`config.mk`:
```
export PLATFORM = sky130hd
export DESIGN_NAME = serial_sub_ctrl
export DESIGN_NICKNAME = d
export VERILOG_FILES = /design/src/rtl/serial_sub_ctrl.sv
export SDC_FILE = /design/constraint.sdc
export NUM_CORES = 1
export LEC_CHECK = 0
export BUFFER_PORTS_ARGS = -buffer_cell sky130_fd_sc_hd__buf_4
export CORE_MARGIN = 10
export CORE_UTILIZATION = 48
export DETAILED_ROUTE_END_ITERATION = 6
export PLACE_DENSITY = 0.73
export SYNTH_ARGS = -nofsm -noshare
export SYNTH_HDL_FRONTEND = slang
export SYNTH_SLANG_ARGS = --single-unit
export TNS_END_PERCENT = 1
```
`constraint.sdc`:
```
create_clock -name clk -period 1.5 [get_ports clk]
set_clock_uncertainty 0.05 [all_clocks]
set_input_delay 0.3 -clock clk [delete_from_list [all_inputs] [get_ports clk]]
set_output_delay 0.3 -clock clk [all_outputs]
set_load 0.01 [all_outputs]
```
`src/rtl/serial_sub_ctrl.sv`:
```
// Bit-serial subtract sequencer: diff = a - b - bin, one shared full-subtractor cell, LSB first.
// Optional signed-overflow output is enabled by defining SUB_OVF_EN.
module serial_sub_ctrl #(
    parameter int WIDTH = 8,
    parameter int CNT_W = $clog2(WIDTH) + 1
) (
    input  logic             clk,
    input  logic             rst_n,
    input  logic             start,
    input  logic [WIDTH-1:0] a,
    input  logic [WIDTH-1:0] b,
    input  logic             bin,
    output logic             busy,
    output logic             done,
    output logic [WIDTH-1:0] diff,
`ifdef SUB_OVF_EN
    output logic             ovf,
`endif
    output logic             bout
);

    localparam logic [1:0] ST_IDLE = 2'd0;
    localparam logic [1:0] ST_RUN  = 2'd1;
    localparam logic [1:0] ST_DONE = 2'd2;

    localparam logic [CNT_W-1:0] CNT_LAST = CNT_W'(WIDTH - 1);
    localparam logic [CNT_W-1:0] CNT_ONE  = CNT_W'(1);

    // Full-subtractor cell: returns {borrow_out, difference_bit}
    function automatic logic [1:0] fsub_cell(input logic ai, input logic bi, input logic bri);
        logic d;
        logic bo;
        d  = ai ^ bi ^ bri;
        bo = (~ai & bi) | (~ai & bri) | (bi & bri);
        return {bo, d};
    endfunction

    logic [1:0]       state_q, state_d;
    logic [WIDTH-1:0] a_q, a_d;
    logic [WIDTH-1:0] b_q, b_d;
    logic [WIDTH-1:0] res_q, res_d;
    logic             br_q, br_d;
    logic [CNT_W-1:0] cnt_q, cnt_d;
    logic [WIDTH-1:0] diff_q, diff_d;
    logic             bout_q, bout_d;
    logic             busy_q, busy_d;
    logic             done_q, done_d;
`ifdef SUB_OVF_EN
    logic             am_q, am_d;
    logic             bm_q, bm_d;
    logic             ovf_q, ovf_d;
`endif

    logic [1:0]       cell_s;
    logic [WIDTH-1:0] res_shift_s;

    // Bit cell on the current LSBs and the result word with the new bit entering at the MSB
    always_comb begin
        cell_s                   = fsub_cell(a_q[0], b_q[0], br_q);
        res_shift_s              = res_q >> 1;
        res_shift_s[WIDTH-1]     = cell_s[0];
    end

    // Next-state logic for the sequencer and its datapath registers
    always_comb begin
        state_d = state_q;
        a_d     = a_q;
        b_d     = b_q;
        res_d   = res_q;
        br_d    = br_q;
        cnt_d   = cnt_q;
        diff_d  = diff_q;
        bout_d  = bout_q;
        busy_d  = 1'b0;
        done_d  = 1'b0;
`ifdef SUB_OVF_EN
        am_d    = am_q;
        bm_d    = bm_q;
        ovf_d   = ovf_q;
`endif
        case (state_q)
            // DONE accepts a new request exactly like IDLE so back-to-back ops have no dead cycle
            ST_IDLE, ST_DONE: begin
                if (start) begin
                    a_d     = a;
                    b_d     = b;
                    br_d    = bin;
                    res_d   = {WIDTH{1'b0}};
                    cnt_d   = {CNT_W{1'b0}};
`ifdef SUB_OVF_EN
                    am_d    = a[WIDTH-1];
                    bm_d    = b[WIDTH-1];
`endif
                    busy_d  = 1'b1;
                    state_d = ST_RUN;
                end else begin
                    state_d = ST_IDLE;
                end
            end
            ST_RUN: begin
                a_d   = a_q >> 1;
                b_d   = b_q >> 1;
                br_d  = cell_s[1];
                res_d = res_shift_s;
                cnt_d = cnt_q + CNT_ONE;
                if (cnt_q == CNT_LAST) begin
                    diff_d  = res_shift_s;
                    bout_d  = cell_s[1];
`ifdef SUB_OVF_EN
                    ovf_d   = (am_q != bm_q) && (res_shift_s[WIDTH-1] != am_q);
`endif
                    done_d  = 1'b1;
                    busy_d  = 1'b0;
                    state_d = ST_DONE;
                end else begin
                    busy_d  = 1'b1;
                    state_d = ST_RUN;
                end
            end
            default: begin
                busy_d  = 1'b0;
                state_d = ST_IDLE;
            end
        endcase
    end

    // State and datapath registers, all cleared by the asynchronous reset
    always_ff @(posedge clk or negedge rst_n) begin
        if (!rst_n) begin
            state_q <= ST_IDLE;
            a_q     <= {WIDTH{1'b0}};
            b_q     <= {WIDTH{1'b0}};
            res_q   <= {WIDTH{1'b0}};
            br_q    <= 1'b0;
            cnt_q   <= {CNT_W{1'b0}};
            diff_q  <= {WIDTH{1'b0}};
            bout_q  <= 1'b0;
            busy_q  <= 1'b0;
            done_q  <= 1'b0;
`ifdef SUB_OVF_EN
            am_q    <= 1'b0;
            bm_q    <= 1'b0;
            ovf_q   <= 1'b0;
`endif
        end else begin
            state_q <= state_d;
            a_q     <= a_d;
            b_q     <= b_d;
            res_q   <= res_d;
            br_q    <= br_d;
            cnt_q   <= cnt_d;
            diff_q  <= diff_d;
            bout_q  <= bout_d;
            busy_q  <= busy_d;
            done_q  <= done_d;
`ifdef SUB_OVF_EN
            am_q    <= am_d;
            bm_q    <= bm_d;
            ovf_q   <= ovf_d;
`endif
        end
    end

    assign busy = busy_q;
    assign done = done_q;
    assign diff = diff_q;
    assign bout = bout_q;
`ifdef SUB_OVF_EN
    assign ovf  = ovf_q;
`endif

endmodule

```
==> results.yml, run 1 <==
run_status:
  status: "complete, no violations"
cts:
  cts-root-buf: "clkbuf_4"
  cts_sinks: 40
  htreeDepth: 2
  clk_latency_ns: 0.36
  path_clk_slew_ns: 0.12
  clockBufferDepth: 2
  tritoncts: "built"
  cts_buffers: 5
sta:
  max_freq_mhz: 673
  fin_crit_ns: 1.49
  setup_viol: 0
  finalCritPeriodShare_pct: 99.1
  setup_tns_ns: 0
  rsz0062_at_grt: "true"
  slew_viol_final: 0
  fin_ws_ns: 0.0133
  timing.slew.headroom_pct: 66.8
  worstMarginPinSlew_ns: 0.498
  hold_viol: 0
detailed_routing:
  wl_um: 3310
  drc: 0
  vias: 1171
  drt_first_pass_iters: 4
  wl_per_cell_um: 14.9
  drt_iter0_markers: 62
  ant_nets: 0
  via_per_inst: 5.27
setup_path:
  cp-start-kind: "flip-flop"
  cp.arrival_ns: 1.68
  setup.worst_path.class: "flip-flop to flip-flop"
  path_max_fanout: 10
  r2r_setup_slack_ns: 0.01
  worstSetupEndpointType: "flip-flop"
  critical_path_required_ns: 1.69
final_layout:
  drive_above_1_share_pct: 35.8
  area_delta_synth_final_pct: 26.0
  finalNonFillerCells: 222
  nNetsFinal: 197
  antenna_cells: 0
run:
  maxCapViolations: 0
global_routing:
  gr-usage-all-layers_pct: 11.9
  grt_pass1_wl_um: 5840
  grt_overflow: 0
  grt_max_degree: 41
  grt_pass1_vias: 1266
  antenna_found_initial: 0
floorplanning:
  row_count: 21
  initial_core_util_pct: 49.6
  dieWidth_um: 78.5
  die_area_um2: 6160
  die_h_um: 78.5
  ios: 31
  core_um2: 3310
synth:
  syn_area_um2: 1640
  synth_cells: 134
  synth-async-reset-ratio_pct: 100
  synth.avg_cell_area_um2: 12.3
  yosysSeqAreaShare_pct: 60.9
  synth_edf_count: 0
  synth-seq-cells: 40
  synth_cell_types: 25
  ys_warn_count: 0
  postSynthNetCount: 156
  synth-main-ff-cell: "dfrtp_1"
hold_path:
  hold_class: "input port to flip-flop"
placed_design:
  gp_congestion: 0.761
  io_buffers: 30
  post-place-ws_ns: 0.0249
  hpwlAfterDp_um: 2410
  dp.cells: 212
pwr:
  vdd_drop_max_uv: 891
  pwr_density_cell_nw_per_um2: 1990
  leakagePower_nw: 1.02
## worst max-delay path, stage by stage (launching register included)
cell,delay [ns]
dfrtp_1,0.37
ha_2,0.20
nand2_2,0.08
nor3_4,0.20
buf_12,0.15
mux2_2,0.33
## power breakdown
group          total, mW  switching (mW)  leakage [nW]  internal (mW)
registers           1.81           0.275         0.509           1.54
clock network      0.535           0.355        0.0349          0.180
logic               1.77           0.853         0.472          0.914
total               4.12            1.48          1.02           2.63
## layout by cell type (no fill, tap or decap), types with 2 or more instances in the layout
cell type,instances
buf_4,40
inv_1,2
a22o_1,10
nor3_1,2
dfrtp_1,40
nor2b_1,2
clkinv_2,2
nand3_1,14
nand2_1,16
buf_12,2
clkbuf_4,5
nand2b_1,2
a22oi_1,14
mux2i_1,3
mux2_2,8
## per-layer routing
metal | vias to the layer above | GRT usage (%) | wire [um]
met5 | - | 0 | 0
met4 | 0 | 5.73 | 53
met3 | 5 | 6.72 | 266
met2 | 30 | 18.6 | 1570
met1 | 571 | 12.8 | 1430
li1 | 565 | - | -
## sequential cells by signal, summed over array words and instances, names as in the netlist
name     cells
bout         1
done         1
res_q        7
a_q          8
state_q      2
cnt_q        4
b_q          8
br_q         1
diff         8
## cells by family (layout without fill, tap and decap cells)
group                      Yosys count  in the layout  synth area share (%)
AOI/OAI and AO/OA                   27             27                  13.2
muxes                               11             11                  7.31
and+or+nand+nor                     42             42                  12.7
DFF                                 40             40                  60.9
adders and majority gates            2              2                  1.98
xor gates and xnor gates             1              1                 0.533
buffers and inverters               11             53                  3.35
## final cells by class
cell class                      count  area [um2]
Clock buffer                        5        37.5
Clock inverter                      3        18.8
Fill cell                         281        1240
Inverter                            2        7.51
Multi-Input combinational cell     83         598
Sequential cell                    40        1000
Tap cell                           46        57.6
Timing Repair Buffer               43         350
## cells in the mapped netlist (all sizes together), types with 3 or more instances
library cell,number,area (um2)
mux2i,3,30.0
nand3,14,70.1
clkbuf,3,11.3
nor3,3,26.3
nand2,17,63.8
a22oi,14,105
dfrtp,40,1000
mux2,8,90.1
a22o,10,87.6
buf,6,36.3
## path summary, 6_finish.rpt
kind,from,cells after the start,to
setup / recovery,cnt_q[0],5,diff[1]
hold / removal,b[5],3,b_q[5]
setup reg to reg,cnt_q[0],5,diff[1]
hold reg to reg,res_q[1],1,res_q[1]
max in group asynchronous,rst_n,2,cnt_q[1]
min in group asynchronous,rst_n,2,res_q[3]
## through the flow
step	utilization, %	power [mW]	hold WS [ns]	cell area (um2)
detailed placement	60.0	3.58	0.253	1990
CTS	62.0	4.14	0.0887	2050
global placement	60.0	3.51	0.247	1990
finish	62.5	4.12	0.0989	2070
global route	62.5	4.45	0.0770	2070
floorplan	-	2.92	-0.0456	1640
## repair_timing
| item | 4_1_cts | 5_1_grt |
|---|---|---|
| hold buffers | 1 | 0 |
| buffers inserted | 0 | 1 |
| hold endpoints to repair | 40 | 0 |
| gates resized for setup | 0 | 4 |
| endpoints found under the setup margin | 0 | 19 |
Note: power is estimated with default switching activity, not from simulation.
==> inputs of run 2 (changes only) <==
CORE_UTILIZATION = 45   (was 48)
PLACE_DENSITY = 0.7   (was 0.73)
==> run 2 against run 1 <==
Clock-buffer cell count did not move. Global-route usage fell by 0.72 points. Sequential cell count did not move. Power rose by 10%. Cell area rose by 2.9%. Register-to-register slack improved by 0.03 ns. Core utilization fell by 0.64 points. Routed wire length rose by 7.2%. Largest cell class unchanged. Highest routed layer unchanged.
==> results.yml, run 2 (synthesis results as in run 1) <==
run_status:
  status: "complete, no violations"
sta:
  setup_tns_ns: 0
  setup_viol: 0
  finalCritPeriodShare_pct: 97.0
  hold_viol: 0
  worstMarginPinSlew_ns: 0.485
  slew_viol_final: 0
  rsz0062_at_grt: "false"
  timing.slew.headroom_pct: 67.7
  fin_crit_ns: 1.46
  fin_ws_ns: 0.0444
  max_freq_mhz: 687
global_routing:
  grt_max_degree: 41
  gr-usage-all-layers_pct: 11.2
  grt_pass1_vias: 1226
  antenna_found_initial: 0
  use_met2_pct: 17.4
  grt_pass1_wl_um: 5760
  busiest_layer: "met2"
  grt_overflow: 0
  met3_usage_pct: 4.90
  grt_use_met1_pct: 13.7
detailed_routing:
  via_per_inst: 5.50
  vias: 1211
  wl_per_cell_um: 16.1
  drt_iter0_markers: 78
  drt_first_pass_iters: 6
  drc: 0
  wl_um: 3550
  ant_nets: 0
setup_path:
  cp.arrival_ns: 1.58
  path_max_fanout: 10
  setup.worst_path.class: "flip-flop to flip-flop"
  r2r_setup_slack_ns: 0.04
  worstSetupEndpointType: "flip-flop"
  critical_path_required_ns: 1.62
  cp-start-kind: "flip-flop"
final_layout:
  antenna_cells: 0
  fin_util_pct: 61.9
  finalNonFillerCells: 220
  drive_above_1_share_pct: 34.5
  layout_common_cells: "dfrtp_1, buf_4, nand2_1, a22oi_1, nand3_1"
  area_delta_synth_final_pct: 29.7
  final_common_cell: "dfrtp_1"
  nNetsFinal: 195
  n_fill_cell: 277
cts:
  cts_sinks: 40
  clk_latency_ns: 0.28
  clockBufferDepth: 2
  cts_buffers: 5
  cts-root-buf: "clkbuf_8"
  path_clk_slew_ns: 0.08
  htreeDepth: 2
  tritoncts: "built"
pwr:
  leakagePower_nw: 1.03
  p_total_mw: 4.53
  pwr_density_cell_nw_per_um2: 2130
  vdd_drop_max_uv: 1010
placed_design:
  gp_congestion: 0.731
  hpwlAfterDp_um: 2510
  post-place-ws_ns: -0.00165
  io_buffers: 30
  dp.cells: 210
floorplanning:
  die_h_um: 80.4
  row_count: 21
  dieWidth_um: 80.4
  die_area_um2: 6470
  ios: 31
  initial_core_util_pct: 47.7
  core_um2: 3440
hold_path:
  hold_class: "input port to flip-flop"
run:
  maxCapViolations: 0
## run 2: changes by cell type in the layout (fill, tap and decap cells not counted), sizes merged
| cell | before | now |
|---|---|---|
| clkinv | 3 | 0 |
| buf | 42 | 40 |
| bufinv | 0 | 1 |
| clkinvlp | 0 | 1 |
| inv | 2 | 3 |
## run 2: area by class of cell
class                           count  area [um2]  share of cell area, %
Clock buffer                        5        68.8                   3.23
Clock inverter                      3        46.3                   2.17
Inverter                            2        7.51                  0.352
Multi-Input combinational cell     83         602                   28.2
Sequential cell                    40        1000                   47.0
Tap cell                           46        57.6                   2.70
Timing Repair Buffer               41         348                   16.3
## run 2: path summary, 6_finish.rpt
check,from,endpoint,cells past startpoint
max reg2reg,cnt_q[0],bout,5
min in group asynchronous,rst_n,a_q[3],2
min,a[3],a_q[3],3
max in group asynchronous,rst_n,res_q[6],2
min reg2reg,b_q[5],b_q[5],2
max,cnt_q[0],bout,5
## run 2: stage by stage
step,instance area (um2),hold WS [ns]
global route,2130,0.172
finish,2130,0.179
global placement,1980,0.246
detailed placement,1980,0.249
CTS,2110,0.173
floorplan,1640,-0.0456
## run 2: per-layer routing
| layer | routed length (um) | up-vias | part of all wire, % |
|---|---|---|---|
| met5 | 0 | - | 0 |
| met4 | 34 | 0 | 0.96 |
| met3 | 214 | 6 | 6.0 |
| met2 | 1720 | 39 | 48 |
| met1 | 1590 | 602 | 45 |
| li1 | - | 564 | - |
## run 2: critical path, cell delays in order (launching register included)
cell	delay [ns]
dfrtp_1	0.40
ha_4	0.16
nand2_2	0.08
nor3_4	0.16
buf_12	0.16
mux2_2	0.33
## run 2: timing repair
action / CTS / global route
pin swaps: 0 / 0
setup endpoints to repair: 8 / 8
gates resized for setup: 1 / 2
hold buffers: 1 / 0
setup buffers: 0 / 1
hold endpoints to repair: 40 / 0
cloned: 0 / 0
## run 2: power breakdown
group | internal (mW) | total [mW] | switching [mW] | leakage [nW]
clock | 0.501 | 0.875 | 0.375 | 0.0548
combinational | 0.935 | 1.81 | 0.876 | 0.471
sequential | 1.54 | 1.84 | 0.299 | 0.509
total | 2.98 | 4.53 | 1.55 | 1.03
==> inputs of run 3 (changes only) <==
ABC_AREA = 1   (was not set)
PLACE_DENSITY = 0.69   (was 0.7)
==> run 3 against run 2 <==
Worst hold slack got worse by 0.019 ns. Combinational power about the same. Sequential share of layout area shrank 0.49 points. Die area is 6.0% higher. Register-to-register slack gained 0.15 ns. Global-route usage is 0.57 points lower. First-iteration DRC count grew 10%. Synthesized cell count is 63% higher. Area after synthesis up 8.1%. Critical path depth did not move. Clock-buffer cell count is 2 higher. Critical path type unchanged. Critical endpoint is now diff[0]. Largest cell class unchanged. Highest routed layer unchanged.
==> results.yml, run 3 <==
run_status:
  status: "complete, no violations"
synth:
  synth_top_area_share_pct: 56.4
  synthSimpleGateAreaFrac_pct: 30.0
  synth_top_family_by_area: "simple AND/OR/NAND/NOR gates"
  synth_cell_types: 19
  synth_compound_area_share_pct: 3.03
  synth-async-reset-ratio_pct: 100
  syn_area_um2: 1780
  yosys-top-cells-count: "nand2_1, dfrtp_1, inv_1, o22ai_1"
  synth.avg_cell_area_um2: 8.11
  synth_edf_count: 0
  yosys.area.top_type: "dfrtp_1"
  synth-seq-cells: 40
  synth_area_leaders: "dfrtp_1, nand2_1, inv_1"
  muxShareOfSynthArea_pct: 0
  synth_fa_ha_area_share_pct: 1.83
  synth_xor_area_share_pct: 0
  synth-main-ff-cell: "dfrtp_1"
  yosys.cell_count.top_type: "nand2_1"
  synth_cells: 219
  ys_warn_count: 0
  postSynthNetCount: 241
  yosysSeqAreaShare_pct: 56.4
cts:
  cts_sinks: 40
  clk_latency_ns: 0.29
  clockBufferDepth: 2
  tritoncts: "built"
  cts_buffers: 5
  path_clk_slew_ns: 0.07
  htreeDepth: 2
  cts-root-buf: "clkbuf_8"
  cts_setup_buffers: 0
setup_path:
  critical_path_required_ns: 1.68
  cp-start-kind: "flip-flop"
  path_max_fanout: 10
  timing.critical_path.buf_inv: 0
  path_delay_family: "simple AND/OR/NAND/NOR gates"
  worstSetupEndpointType: "flip-flop"
  cp.arrival_ns: 1.48
  cpMostUsedCell: "nand2_1"
  cp_cell_sequence: "ha_1, nand3_1, nor2_8, nand2_1, nand2_1"
  slowest_stage: "dfrtp_1"
  reg2reg_depth: 5
  cp_num_cells: 5
  setup.worst_path.class: "flip-flop to flip-flop"
  max_stage_delay_ns: 0.41
sta:
  fin_crit_ns: 1.31
  fin_ws_ns: 0.194
  setup_viol: 0
  slew_viol_final: 0
  worst_hold_slack_ns: 0.161
  worstMarginPinSlew_ns: 0.488
  max_freq_mhz: 766
  hold_viol: 0
  timing.slew.headroom_pct: 67.4
  setup_tns_ns: 0
  finalCritPeriodShare_pct: 87.1
  rsz0062_at_grt: "false"
pwr:
  pwr_density_cell_nw_per_um2: 2040
  combPwrFrac_pct: 40.7
  swShare_pct: 38.1
  switchingPower_mw: 1.68
  clkPwrFrac_pct: 17.1
  p_int_mw: 2.72
  p_total_mw: 4.40
  leakagePower_nw: 1.23
  vdd_drop_max_uv: 1030
  seq_power_share_pct: 42.2
floorplanning:
  ios: 31
  die_h_um: 82.8
  dieWidth_um: 82.8
  core_um2: 3740
  die_area_um2: 6860
  initial_core_util_pct: 47.4
  row_count: 22
final_layout:
  layout_common_cells: "nand2_1, dfrtp_1, buf_4, inv_1"
  nNetsFinal: 277
  final_common_cell: "nand2_1"
  antenna_cells: 0
  n_fill_cell: 366
  finalNonFillerCells: 303
  multi_input_area_um2: 622
  drive_above_1_share_pct: 19.2
  seqCellArea_um2: 1000
  area_delta_synth_final_pct: 21.3
detailed_routing:
  vias: 1341
  wl_per_cell_um: 11.1
  drc: 0
  wl_um: 3370
  drt_iter0_markers: 86
  ant_nets: 0
  via_per_inst: 4.43
  drt_first_pass_iters: 4
global_routing:
  grt_pass1_wl_um: 6180
  grt_max_degree: 41
  antenna_found_initial: 0
  grt_overflow: 0
  grt_pass1_vias: 1382
  gr-usage-all-layers_pct: 10.6
placed_design:
  post-place-ws_ns: 0.148
  gp_congestion: 0.742
  hpwlAfterDp_um: 2360
  io_buffers: 30
  dp.cells: 295
hold_path:
  worstHoldPathCells: 3
  hold_class: "input port to flip-flop"
run:
  maxCapViolations: 0
## run 3: cell types whose count changed after synthesis, sizes merged, moves of 8 or more
cell / before / now
nand2: 17 / 121
a22oi: 14 / 0
a22o: 10 / 0
nand3: 14 / 4
inv: 2 / 29
mux2: 8 / 0
## run 3: what timing repair did
action / 4_1_cts / 5_1_grt
hold buffers: 1 / 0
hold endpoints to repair: 40 / 0
endpoints found under the setup margin: 0 / 3
gates resized for setup: 0 / 1
## run 3: per-layer routing
metal | GRT usage, % | up-vias | routed length [um]
li1 | - | 725 | -
met1 | 13.2 | 592 | 1650
met2 | 16.0 | 19 | 1520
met3 | 4.49 | 5 | 159
met4 | 3.69 | 0 | 47
met5 | 0 | - | 0
## run 3: cell families after synthesis
logic type | after synthesis
AO/OA/AOI/OAI | 9
buffers and inverters | 35
adder cells (fa/ha/maj) | 2
flip-flops | 40
AND/OR/NAND/NOR | 133
## run 3: metrics by stage
stage               utilization [%]  instance area [um2]
CTS                            57.5                 2150
global route                   57.5                 2150
detailed placement             54.6                 2040
global placement               54.6                 2040
finish                         57.5                 2150
floorplan                         -                 1780
## run 3: final timing paths
path,slack (ns),endpoint,start
worst max-delay path,0.19,diff[0],cnt_q[0]
worst min-delay path,0.16,a_q[7],a[7]
worst max register to register,0.19,diff[0],cnt_q[0]
worst min register to register,0.42,diff[4],res_q[5]
max in group asynchronous,0.59,a_q[5],rst_n
min in group asynchronous,0.47,diff[2],rst_n
## run 3: tightest hold or removal path, stage by stage
cell     delay [ns]
buf_4          0.08
nand2_1        0.04
nand2_1        0.05
## run 3: area by class of cell
cell class	instances	area share (%)
multi-input combinational	144	28.9
timing repair buffer	35	12.3
tap	48	2.79
clock buffer	7	4.47
sequential	40	46.5
inverter	29	5.06
## run 3: power by group through the flow
| stage | registers [mW] | logic (mW) | clock network (mW) |
|---|---|---|---|
| floorplan | 1.88 | 1.24 | 0 |
| global placement | 1.87 | 1.79 | 0 |
| detailed placement | 1.87 | 1.82 | 0 |
| CTS | 1.86 | 1.83 | 0.783 |
| global route | 1.93 | 2.09 | 0.827 |
| finish | 1.86 | 1.79 | 0.754 |
